**src/rtl/tc_seq_ctrl_if.sv**
```systemverilog
// Command/status bundle between the host-side command logic and the tile-job sequencer.
// The sequencer uses the slave modport; whoever issues jobs uses the master modport.
interface tc_seq_ctrl_if #(
    parameter int DW_N = 4,
    parameter int DW_K = 1
) ();
    logic            start;
    logic            abort;
    logic            ready;
    logic            busy;
    logic            load_en;
    logic            compute_en;
    logic [DW_N-1:0] n_idx;
    logic [DW_K-1:0] k_idx;
    logic            acc_clr;
    logic            out_valid;
    logic [DW_N-1:0] out_col;
    logic            done;
    logic [1:0]      dbg_state;

    // Handshake: start is taken on a rising edge where ready=1 and abort=0, otherwise it is
    // dropped (no queuing). out_valid and done are single-cycle pulses with no back-pressure.
    modport master (
        output start, abort,
        input  ready, busy, load_en, compute_en, n_idx, k_idx, acc_clr,
        input  out_valid, out_col, done, dbg_state
    );

    modport slave (
        input  start, abort,
        output ready, busy, load_en, compute_en, n_idx, k_idx, acc_clr,
        output out_valid, out_col, done, dbg_state
    );
endinterface

```
**src/rtl/tc_seq_ctrl.sv**
```systemverilog
// Tile-job sequencer for the tensor-core datapath: LOAD -> COMP (k inner, n outer) -> DRAIN.
// Every output is a flop; column-valid markers travel through a PIPE_LAT-deep shift register.
module tc_seq_ctrl #(
    parameter int ITER_N   = 16,
    parameter int ITER_K   = 2,
    parameter int LOAD_CYC = 2,
    parameter int PIPE_LAT = 2,
    parameter int DW_N     = 4,
    parameter int DW_K     = 1
) (
    input  logic         clk,
    input  logic         reset,
    tc_seq_ctrl_if.slave bus
);
    localparam int LCW = (LOAD_CYC > 1) ? $clog2(LOAD_CYC) : 1;
    localparam int PCW = (PIPE_LAT > 1) ? $clog2(PIPE_LAT) : 1;
    localparam logic [LCW-1:0]  LOAD_LAST  = LCW'(LOAD_CYC - 1);
    localparam logic [PCW-1:0]  DRAIN_LAST = PCW'(PIPE_LAT - 1);
    localparam logic [DW_N-1:0] N_LAST     = DW_N'(ITER_N - 1);
    localparam logic [DW_K-1:0] K_LAST     = DW_K'(ITER_K - 1);

    typedef enum logic [1:0] {
        S_IDLE  = 2'd0,
        S_LOAD  = 2'd1,
        S_COMP  = 2'd2,
        S_DRAIN = 2'd3
    } state_t;

    state_t          r_state;
    state_t          w_state_nxt;
    logic [LCW-1:0]  r_load_cnt;
    logic [LCW-1:0]  w_load_cnt_nxt;
    logic [PCW-1:0]  r_drain_cnt;
    logic [PCW-1:0]  w_drain_cnt_nxt;
    logic [DW_N-1:0] r_n;
    logic [DW_N-1:0] w_n_nxt;
    logic [DW_K-1:0] r_k;
    logic [DW_K-1:0] w_k_nxt;
    logic            w_push;
    logic            w_flush;

    logic            r_ready;
    logic            r_busy;
    logic            r_load_en;
    logic            r_compute_en;
    logic            r_acc_clr;
    logic            r_done;

    logic            r_pv [PIPE_LAT];
    logic [DW_N-1:0] r_pc [PIPE_LAT];
    logic            w_sv [PIPE_LAT];
    logic [DW_N-1:0] w_sc [PIPE_LAT];

    // Next-state and counter logic; abort from any active state flushes and returns to IDLE.
    always_comb begin
        w_state_nxt     = r_state;
        w_load_cnt_nxt  = '0;
        w_drain_cnt_nxt = '0;
        w_n_nxt         = '0;
        w_k_nxt         = '0;
        w_push          = 1'b0;
        w_flush         = 1'b0;
        case (r_state)
            S_IDLE: begin
                if (bus.start && !bus.abort) begin
                    w_state_nxt = S_LOAD;
                end
            end
            S_LOAD: begin
                if (bus.abort) begin
                    w_state_nxt = S_IDLE;
                    w_flush     = 1'b1;
                end else if (r_load_cnt == LOAD_LAST) begin
                    w_state_nxt = S_COMP;
                end else begin
                    w_load_cnt_nxt = r_load_cnt + 1'b1;
                end
            end
            S_COMP: begin
                if (bus.abort) begin
                    w_state_nxt = S_IDLE;
                    w_flush     = 1'b1;
                end else if (r_k == K_LAST) begin
                    w_push = 1'b1;
                    if (r_n == N_LAST) begin
                        w_state_nxt = S_DRAIN;
                    end else begin
                        w_n_nxt = r_n + 1'b1;
                    end
                end else begin
                    w_n_nxt = r_n;
                    w_k_nxt = r_k + 1'b1;
                end
            end
            S_DRAIN: begin
                if (bus.abort) begin
                    w_state_nxt = S_IDLE;
                    w_flush     = 1'b1;
                end else if (r_drain_cnt == DRAIN_LAST) begin
                    w_state_nxt = S_IDLE;
                end else begin
                    w_drain_cnt_nxt = r_drain_cnt + 1'b1;
                end
            end
            default: begin
                w_state_nxt = S_IDLE;
            end
        endcase
    end

    // Stage 0 takes the current push; each later stage takes its predecessor.
    always_comb begin
        w_sv[0] = w_push;
        w_sc[0] = r_n;
        for (int i = 1; i < PIPE_LAT; i++) begin
            w_sv[i] = r_pv[i-1];
            w_sc[i] = r_pc[i-1];
        end
    end

    always_ff @(posedge clk or posedge reset) begin
        if (reset) begin
            r_state      <= S_IDLE;
            r_load_cnt   <= '0;
            r_drain_cnt  <= '0;
            r_n          <= '0;
            r_k          <= '0;
            r_ready      <= 1'b1;
            r_busy       <= 1'b0;
            r_load_en    <= 1'b0;
            r_compute_en <= 1'b0;
            r_acc_clr    <= 1'b0;
            r_done       <= 1'b0;
        end else begin
            r_state      <= w_state_nxt;
            r_load_cnt   <= w_load_cnt_nxt;
            r_drain_cnt  <= w_drain_cnt_nxt;
            r_n          <= w_n_nxt;
            r_k          <= w_k_nxt;
            r_ready      <= (w_state_nxt == S_IDLE);
            r_busy       <= (w_state_nxt != S_IDLE);
            r_load_en    <= (w_state_nxt == S_LOAD);
            r_compute_en <= (w_state_nxt == S_COMP);
            r_acc_clr    <= (w_state_nxt == S_COMP) && (w_k_nxt == '0);
            r_done       <= (w_state_nxt == S_DRAIN) && (w_drain_cnt_nxt == DRAIN_LAST);
        end
    end

    // Column registers load only with valid entries so out_col holds between pulses.
    always_ff @(posedge clk or posedge reset) begin
        if (reset) begin
            for (int i = 0; i < PIPE_LAT; i++) begin
                r_pv[i] <= 1'b0;
                r_pc[i] <= '0;
            end
        end else if (w_flush) begin
            for (int i = 0; i < PIPE_LAT; i++) begin
                r_pv[i] <= 1'b0;
            end
        end else begin
            for (int i = 0; i < PIPE_LAT; i++) begin
                r_pv[i] <= w_sv[i];
                if (w_sv[i]) begin
                    r_pc[i] <= w_sc[i];
                end
            end
        end
    end

    assign bus.ready      = r_ready;
    assign bus.busy       = r_busy;
    assign bus.load_en    = r_load_en;
    assign bus.compute_en = r_compute_en;
    assign bus.n_idx      = r_n;
    assign bus.k_idx      = r_k;
    assign bus.acc_clr    = r_acc_clr;
    assign bus.out_valid  = r_pv[PIPE_LAT-1];
    assign bus.out_col    = r_pc[PIPE_LAT-1];
    assign bus.done       = r_done;
    assign bus.dbg_state  = r_state;

endmodule
```
**src/flat_wrapper.sv**
```systemverilog
// flat-port wrapper written by rule: the top's interface ports become plain ports
module tc_seq_ctrl_flat 
#(
    parameter int ITER_N   = 16,
    parameter int ITER_K   = 2,
    parameter int LOAD_CYC = 2,
    parameter int PIPE_LAT = 2,
    parameter int DW_N     = 4,
    parameter int DW_K     = 1
)
  (clk, reset, bus_start, bus_abort, bus_ready, bus_busy, bus_load_en, bus_compute_en, bus_n_idx, bus_k_idx, bus_acc_clr, bus_out_valid, bus_out_col, bus_done, bus_dbg_state);
  tc_seq_ctrl_if #(.DW_N(DW_N), .DW_K(DW_K)) bus_i ();
  input  logic clk;
  input  logic reset;
  input wire logic [$bits(bus_i.start)-1:0] bus_start;
  input wire logic [$bits(bus_i.abort)-1:0] bus_abort;
  output wire logic [$bits(bus_i.ready)-1:0] bus_ready;
  output wire logic [$bits(bus_i.busy)-1:0] bus_busy;
  output wire logic [$bits(bus_i.load_en)-1:0] bus_load_en;
  output wire logic [$bits(bus_i.compute_en)-1:0] bus_compute_en;
  output wire logic [$bits(bus_i.n_idx)-1:0] bus_n_idx;
  output wire logic [$bits(bus_i.k_idx)-1:0] bus_k_idx;
  output wire logic [$bits(bus_i.acc_clr)-1:0] bus_acc_clr;
  output wire logic [$bits(bus_i.out_valid)-1:0] bus_out_valid;
  output wire logic [$bits(bus_i.out_col)-1:0] bus_out_col;
  output wire logic [$bits(bus_i.done)-1:0] bus_done;
  output wire logic [$bits(bus_i.dbg_state)-1:0] bus_dbg_state;
  assign bus_i.start = bus_start;
  assign bus_i.abort = bus_abort;
  assign bus_ready = bus_i.ready;
  assign bus_busy = bus_i.busy;
  assign bus_load_en = bus_i.load_en;
  assign bus_compute_en = bus_i.compute_en;
  assign bus_n_idx = bus_i.n_idx;
  assign bus_k_idx = bus_i.k_idx;
  assign bus_acc_clr = bus_i.acc_clr;
  assign bus_out_valid = bus_i.out_valid;
  assign bus_out_col = bus_i.out_col;
  assign bus_done = bus_i.done;
  assign bus_dbg_state = bus_i.dbg_state;
  tc_seq_ctrl #(.ITER_N(ITER_N), .ITER_K(ITER_K), .LOAD_CYC(LOAD_CYC), .PIPE_LAT(PIPE_LAT), .DW_N(DW_N), .DW_K(DW_K)) u_core (.clk(clk), .reset(reset), .bus(bus_i));
endmodule
```
**config.mk**
```make
export PLATFORM = sky130hd
export DESIGN_NAME = tc_seq_ctrl_flat
export DESIGN_NICKNAME = d
export VERILOG_FILES = /design/src/rtl/tc_seq_ctrl_if.sv /design/src/rtl/tc_seq_ctrl.sv /design/src/flat_wrapper.sv
export SDC_FILE = /design/constraint.sdc
export NUM_CORES = 1
export LEC_CHECK = 0
export BUFFER_PORTS_ARGS = -buffer_cell sky130_fd_sc_hd__buf_2
export CORE_MARGIN = 2
export CORE_UTILIZATION = 52
export DETAILED_ROUTE_END_ITERATION = 10
export GPL_TIMING_DRIVEN = 0
export PLACE_DENSITY = 0.77
export SYNTH_ARGS = -nofsm -noshare
export SYNTH_HDL_FRONTEND = slang
export SYNTH_SLANG_ARGS = --single-unit
```
**constraint.sdc**
```tcl
create_clock -name clk -period 2.1 [get_ports clk]
set_input_delay 0.42 -clock clk [delete_from_list [all_inputs] [get_ports clk]]
set_output_delay 0.42 -clock clk [all_outputs]
set_load 0.02 [all_outputs]
```
==> flow_metrics.tcl, run 1 <==
set metrics [dict create \
    status "complete, no violations" \
    ctsHoldBuffers 0 \
    coreArea_um2 1920 \
    crit_required_ns 2.32 \
    syn-num-nets 89 \
    grt_max_degree 26 \
    r2r-end "u_core.bus.acc_clr" \
    period_needed_ns 1.74 \
    ys_seq_elements 25 \
    antenna_cells 0 \
    netlist_area_um2 1050 \
    hp-class "primary input to asynchronous set/reset pin" \
    yosysMostFrequentCell "dfrtp_1" \
    nFillCells 173 \
    dieArea_um2 2390 \
    synth-main-ff-cell "dfrtp_1" \
    max_stage_delay_ns 0.48 \
    clock-root-buffer "clkbuf_4" \
    die_x_um 48.9 \
    power.leakage_nw 0.651 \
    ys_seq_area_frac 0.599 \
    endpoint_kind "flop" \
    cp-start-kind "flop" \
    area_growth_pct 15.8 \
    cp_max_fo 6 \
    drtIter0Drc 12 \
    path_cells "ha_1, and3_1, or4b_1, a21oi_1" \
    post-route-period-util 0.828 \
    numCtsBuffers 3 \
    max-vdd-ir-drop_mv 0.517 \
    setup_tns_ns 0 \
    powerDensity_nw_per_um2 905 \
    die_h_um 48.9 \
    crit_end "u_core.bus.acc_clr" \
    ctsHtreeMaxLevel 1 \
    setup_viol 0 \
    antenna_left 0 \
    busiest_layer "met2" \
    arrival_ns 1.96 \
    drive_gt1_frac 0.422 \
    dr_total_vias 703 \
    startpoint "u_core.bus.n_idx[0]" \
    clk_latency_ns 0.31 \
    drv_slew 0 \
    place.gp.congestion 0.820 \
    path_class "flop to flop" \
    fin_nets 115 \
    gr-usage-met1 0.215 \
    synth_area_leader_cell "dfrtp_1" \
    skew_ns 0.00144 \
    synth_top_cell_area_share 0.574 \
    tightest_slew_ns 0.900 \
    ys_top_cells_by_area "dfrtp_1 (57%), mux2_2 (8.6%), buf_4 (3.6%), dfstp_2 (2.5%), a21oi_1 (2.4%)" \
    yosys_warnings 0 \
    reg2reg_slack_ns 0.36 \
    rsz0062_at_grt "no" \
    cts_setup_buffers 0 \
    grt_pass1_wl_um 3020 \
    hold_viol 0 \
    cts-resized-gates 0 \
    async_flop_share 1.00 \
    rr_worst_depth 4 \
    cts.sinks 25 \
    yosys-top-cells-count "dfrtp_1 (24), mux2_2 (8)" \
    dr.pass1.iters 5 \
    timing.fmax_mhz 575 \
    yosys.cell_types.count 31 \
    synth_edf_count 0 \
    max_slew_margin 0.400 \
    cap_violations 0 \
    use_met3 0.0307 \
    clock_path_buffers 2 \
    dp_hpwl_um 1280 \
    grt_antenna_before_repair 0 \
    design_power_total_mw 1.10 \
    syn_inst 84 \
    io_buffers 21 \
    drt-total-wl_um 1770 \
    num_io_pins 22 \
    final_area_um2 1210 \
    grt_usage 0.169 \
    crit-reg2reg-launch "u_core.bus.n_idx[0]" \
    grt_overflow 0 \
    avgSynthCellArea_um2 12.5 \
    grt_pass1_vias 651 \
    route.detailed.drc 0 \
    tritoncts "yes" \
    critPathSlowestCell "or4b_1" \
    place_area_um2 1180 \
    initial_core_util 0.544 \
    path_clk_slew_ns 0.13 \
    num_rows 16 \
    met2_usage 0.267 \
    via_per_inst 5.17 \
    wl_per_cell_um 13.0 \
]
==> sequential cells by signal, indices dropped and copies added, names as in the netlist, 2 cells and up <==
| register | flops |
|---|---|
| u_core.r_pc | 4 |
| u_core.bus.dbg_state | 2 |
| u_core.bus.out_col | 4 |
| u_core.bus.n_idx | 4 |
==> worst min-delay path by stage <==
stage                             to  slack [ns]  cells past startpoint
2_1_floorplan     u_core.bus.acc_clr        0.45                      1
4_1_cts           u_core.bus.acc_clr        0.30                      2
3_3_place_gp   u_core.bus.out_col[0]        0.49                      1
3_5_place_dp          u_core.r_pc[4]        0.50                      1
5_1_grt           u_core.bus.acc_clr        0.35                      2
6_report          u_core.bus.acc_clr        0.28                      2
==> metal layers <==
| metal | routed length (um) | vias up |
|---|---|---|
| li1 | - | 334 |
| met5 | 0 | - |
| met2 | 849 | 28 |
| met4 | 43 | 0 |
| met1 | 775 | 334 |
| met3 | 106 | 7 |
==> worst max-delay path: cells and delay by family (launching register included) <==
family          cells  cell delay, ns
flops               1            0.47
compound gates      1            0.24
simple gates        2            0.70
fa+ha+maj           1            0.26
==> final cells by class <==
type                       instances  area, um2  area share
buffer                             7       52.6      0.0434
timing repair buffer              21        105      0.0868
multi-input combinational         46        344       0.284
clock buffer                       4       26.3      0.0217
tap                               27       33.8      0.0279
sequential                        25        627       0.518
inverter                           6       22.5      0.0186
==> power by group <==
group	total [mW]	leakage (nW)	switching, mW	internal (mW)
clock	0.209	0.0150	0.135	0.0742
combinational	0.308	0.298	0.193	0.115
sequential	0.579	0.338	0.0329	0.546
==> layout by cell type (no fill, tap or decap), types with 2 or more instances in the layout <==
cell and instances:
clkbuf_4 3, buf_2 21, clkbuf_1 2, or3_1 2
nand2_1 4, inv_1 5, nor2_1 5, a21oi_1 5
mux2_2 8, and3_1 2, o21ai_0 3, dfrtp_1 24
buf_4 5
==> logic make-up (layout without fill, tap and decap cells) <==
family | count (synthesis) | after routing | share of synthesized area
AOI/OAI and AO/OA | 15 | 15 | 0.104
xor gates and xnor gates | 2 | 2 | 0.0167
adders and majority gates | 1 | 1 | 0.0120
buffers and inverters | 13 | 38 | 0.0718
DFF | 25 | 25 | 0.599
muxes | 9 | 9 | 0.0957
and+or+nand+nor | 19 | 19 | 0.100
==> through the flow <==
stage                     hold WS [ns]  setup slack, ns  utilization  instances
after floorplan                  0.447            0.509            -         84
after global placement           0.490            0.502        0.617        132
after detailed placement         0.497            0.455        0.617        132
after CTS                        0.301            0.428        0.630        136
after global routing             0.347            0.367        0.630        136
final                            0.281            0.361        0.630        136
No activity file was read; power rests on OpenSTA's default activity.
==> inputs of run 2 (changes only) <==
- CORE_UTILIZATION: 52 -> 47
- PLACE_DENSITY: 0.77 -> 0.73
- clock period: 2.1 -> 1.6 ns (I/O delays scaled with it)
==> flow_metrics.tcl, run 2 (same netlist as run 1, synthesis figures left out) <==
set metrics [dict create \
    p_comb_frac 0.276 \
    rsz0062_at_grt "no" \
    numCtsBuffers 3 \
    path_clk_slew_ns 0.13 \
    post-route-period-util 0.954 \
    hp-class "primary input to asynchronous set/reset pin" \
    dp_hpwl_um 1240 \
    grt_max_degree 26 \
    drtIter0Drc 6 \
    max_slew_margin 0.421 \
    grt_overflow 0 \
    ctsHoldBuffers 0 \
    period_needed_ns 1.53 \
    powerDensity_nw_per_um2 1150 \
    setup_viol 0 \
    crit_required_ns 1.86 \
    clock-root-buffer "clkbuf_4" \
    drive_gt1_frac 0.477 \
    crit_buf_inv 0 \
    grt_pass1_wl_um 2860 \
    drv_slew 0 \
    nFillCells 188 \
    endpoint_kind "flop" \
    critPathSlowestCell "or4b_1" \
    final_cell_count_no_fill 139 \
    placed_cells 133 \
    p_sw_frac 0.324 \
    antenna_cells 0 \
    power.internal_mw 0.965 \
    drt-total-wl_um 1700 \
    tightest_slew_ns 0.867 \
    area_growth_pct 18.3 \
    grt_usage 0.153 \
    pwr-share-clk 0.193 \
    via_per_inst 4.76 \
    crit-reg2reg-launch "u_core.bus.n_idx[0]" \
    path_class "flop to flop" \
    num_rows 17 \
    arrival_ns 1.78 \
    reg2reg_slack_ns 0.07 \
    ctsHtreeMaxLevel 1 \
    cts.sinks 25 \
    grt_pass1_vias 636 \
    dr_total_vias 662 \
    path_cells "ha_2, and3_1, or4b_1, a21oi_2" \
    fin_nets 117 \
    layout_commonest_cell "dfrtp_1" \
    clk_latency_ns 0.32 \
    r2r-end "u_core.bus.acc_clr" \
    max-vdd-ir-drop_mv 0.794 \
    power_switching_mw 0.463 \
    clock_path_buffers 2 \
    initial_core_util 0.487 \
    wl_per_cell_um 12.2 \
    final_core_util 0.576 \
    route.detailed.drc 0 \
    power.leakage_nw 0.663 \
    die_x_um 51.2 \
    tritoncts "yes" \
    rr_worst_depth 4 \
    dieArea_um2 2620 \
    skew_ns 0.00283 \
    num_io_pins 22 \
    cp_max_fo 3 \
    die_h_um 51.2 \
    crit_family "simple AND/OR/NAND/NOR gates" \
    coreArea_um2 2150 \
    io_buffers 21 \
    status "complete, no violations" \
    max_stage_delay_ns 0.49 \
    cp-start-kind "flop" \
    antenna_left 0 \
    dr.pass1.iters 3 \
    p_seq_frac 0.530 \
    hold_viol 0 \
    grt_antenna_before_repair 0 \
    cap_violations 0 \
    timing.fmax_mhz 655 \
    place.gp.congestion 0.672 \
    layout_common_cells "dfrtp_1 (23), buf_2 (21), mux2_2 (8)" \
]
==> run 2: how the worst max path moves through the flow <==
stage	from	to	slack, ns	cells after the start
4_1_cts	u_core.bus.n_idx[0]	u_core.bus.acc_clr	0.04	4
6_report	u_core.bus.n_idx[0]	u_core.bus.acc_clr	0.07	4
2_1_floorplan	u_core.bus.n_idx[0]	u_core.bus.acc_clr	0.009	4
3_3_place_gp	u_core.bus.n_idx[0]	u_core.bus.acc_clr	0.01	4
5_1_grt	u_core.bus.k_idx	u_core.r_pc[7]	0.03	4
3_5_place_dp	u_core.bus.n_idx[0]	u_core.bus.acc_clr	-0.01	4
==> run 2: area by class of cell <==
cell class | instances | area (um2) | share of cell area
Buffer | 7 | 53.8 | 0.0435
Clock buffer | 3 | 22.5 | 0.0182
Clock inverter | 1 | 5.00 | 0.00404
Inverter | 6 | 22.5 | 0.0182
Multi-Input combinational cell | 46 | 350 | 0.283
Sequential cell | 25 | 628 | 0.508
Tap cell | 28 | 35.0 | 0.0283
Timing Repair Buffer | 23 | 120 | 0.0971
==> run 2: timing repair <==
action | CTS | global route
resized for setup | 1 | 4
buffers inserted | 2 | 0
setup endpoints to repair | 1 | 5
gates cloned | 0 | 0
==> run 2: per-layer routing <==
metal  track usage  wire, um
met1         0.196       762
met2         0.240       840
met3        0.0175        38
met4         0.108        57
met5             0         0
==> run 2: worst reg2reg max path: stages (launching register included) <==
cell and delay, ns:
dfrtp_2 0.43, ha_2 0.20, and3_1 0.20, or4b_1 0.49, a21oi_2 0.15
==> run 2: through the flow <==
| stage | area (um2) | TNS [ns] | total power [mW] | setup WS [ns] | hold slack (ns) |
|---|---|---|---|---|---|
| after floorplan | 1050 | 0 | 1.05 | 0.00915 | 0.347 |
| after global placement | 1190 | 0 | 1.15 | 0.0110 | 0.489 |
| after detailed placement | 1190 | -0.0108 | 1.16 | -0.0108 | 0.501 |
| after CTS | 1230 | 0 | 1.44 | 0.0356 | 0.202 |
| after global routing | 1240 | 0 | 1.50 | 0.0298 | 0.261 |
| final | 1240 | 0 | 1.43 | 0.0736 | 0.159 |
==> run 2: power by group through the flow <==
stage          sequential (mW)  combinational (mW)  clock (mW)
3_3_place_gp             0.768               0.386           0
6_report                 0.757               0.395       0.276
2_1_floorplan            0.851               0.199           0
3_5_place_dp             0.771               0.394           0
5_1_grt                  0.766               0.432       0.307
4_1_cts                  0.758               0.394       0.283
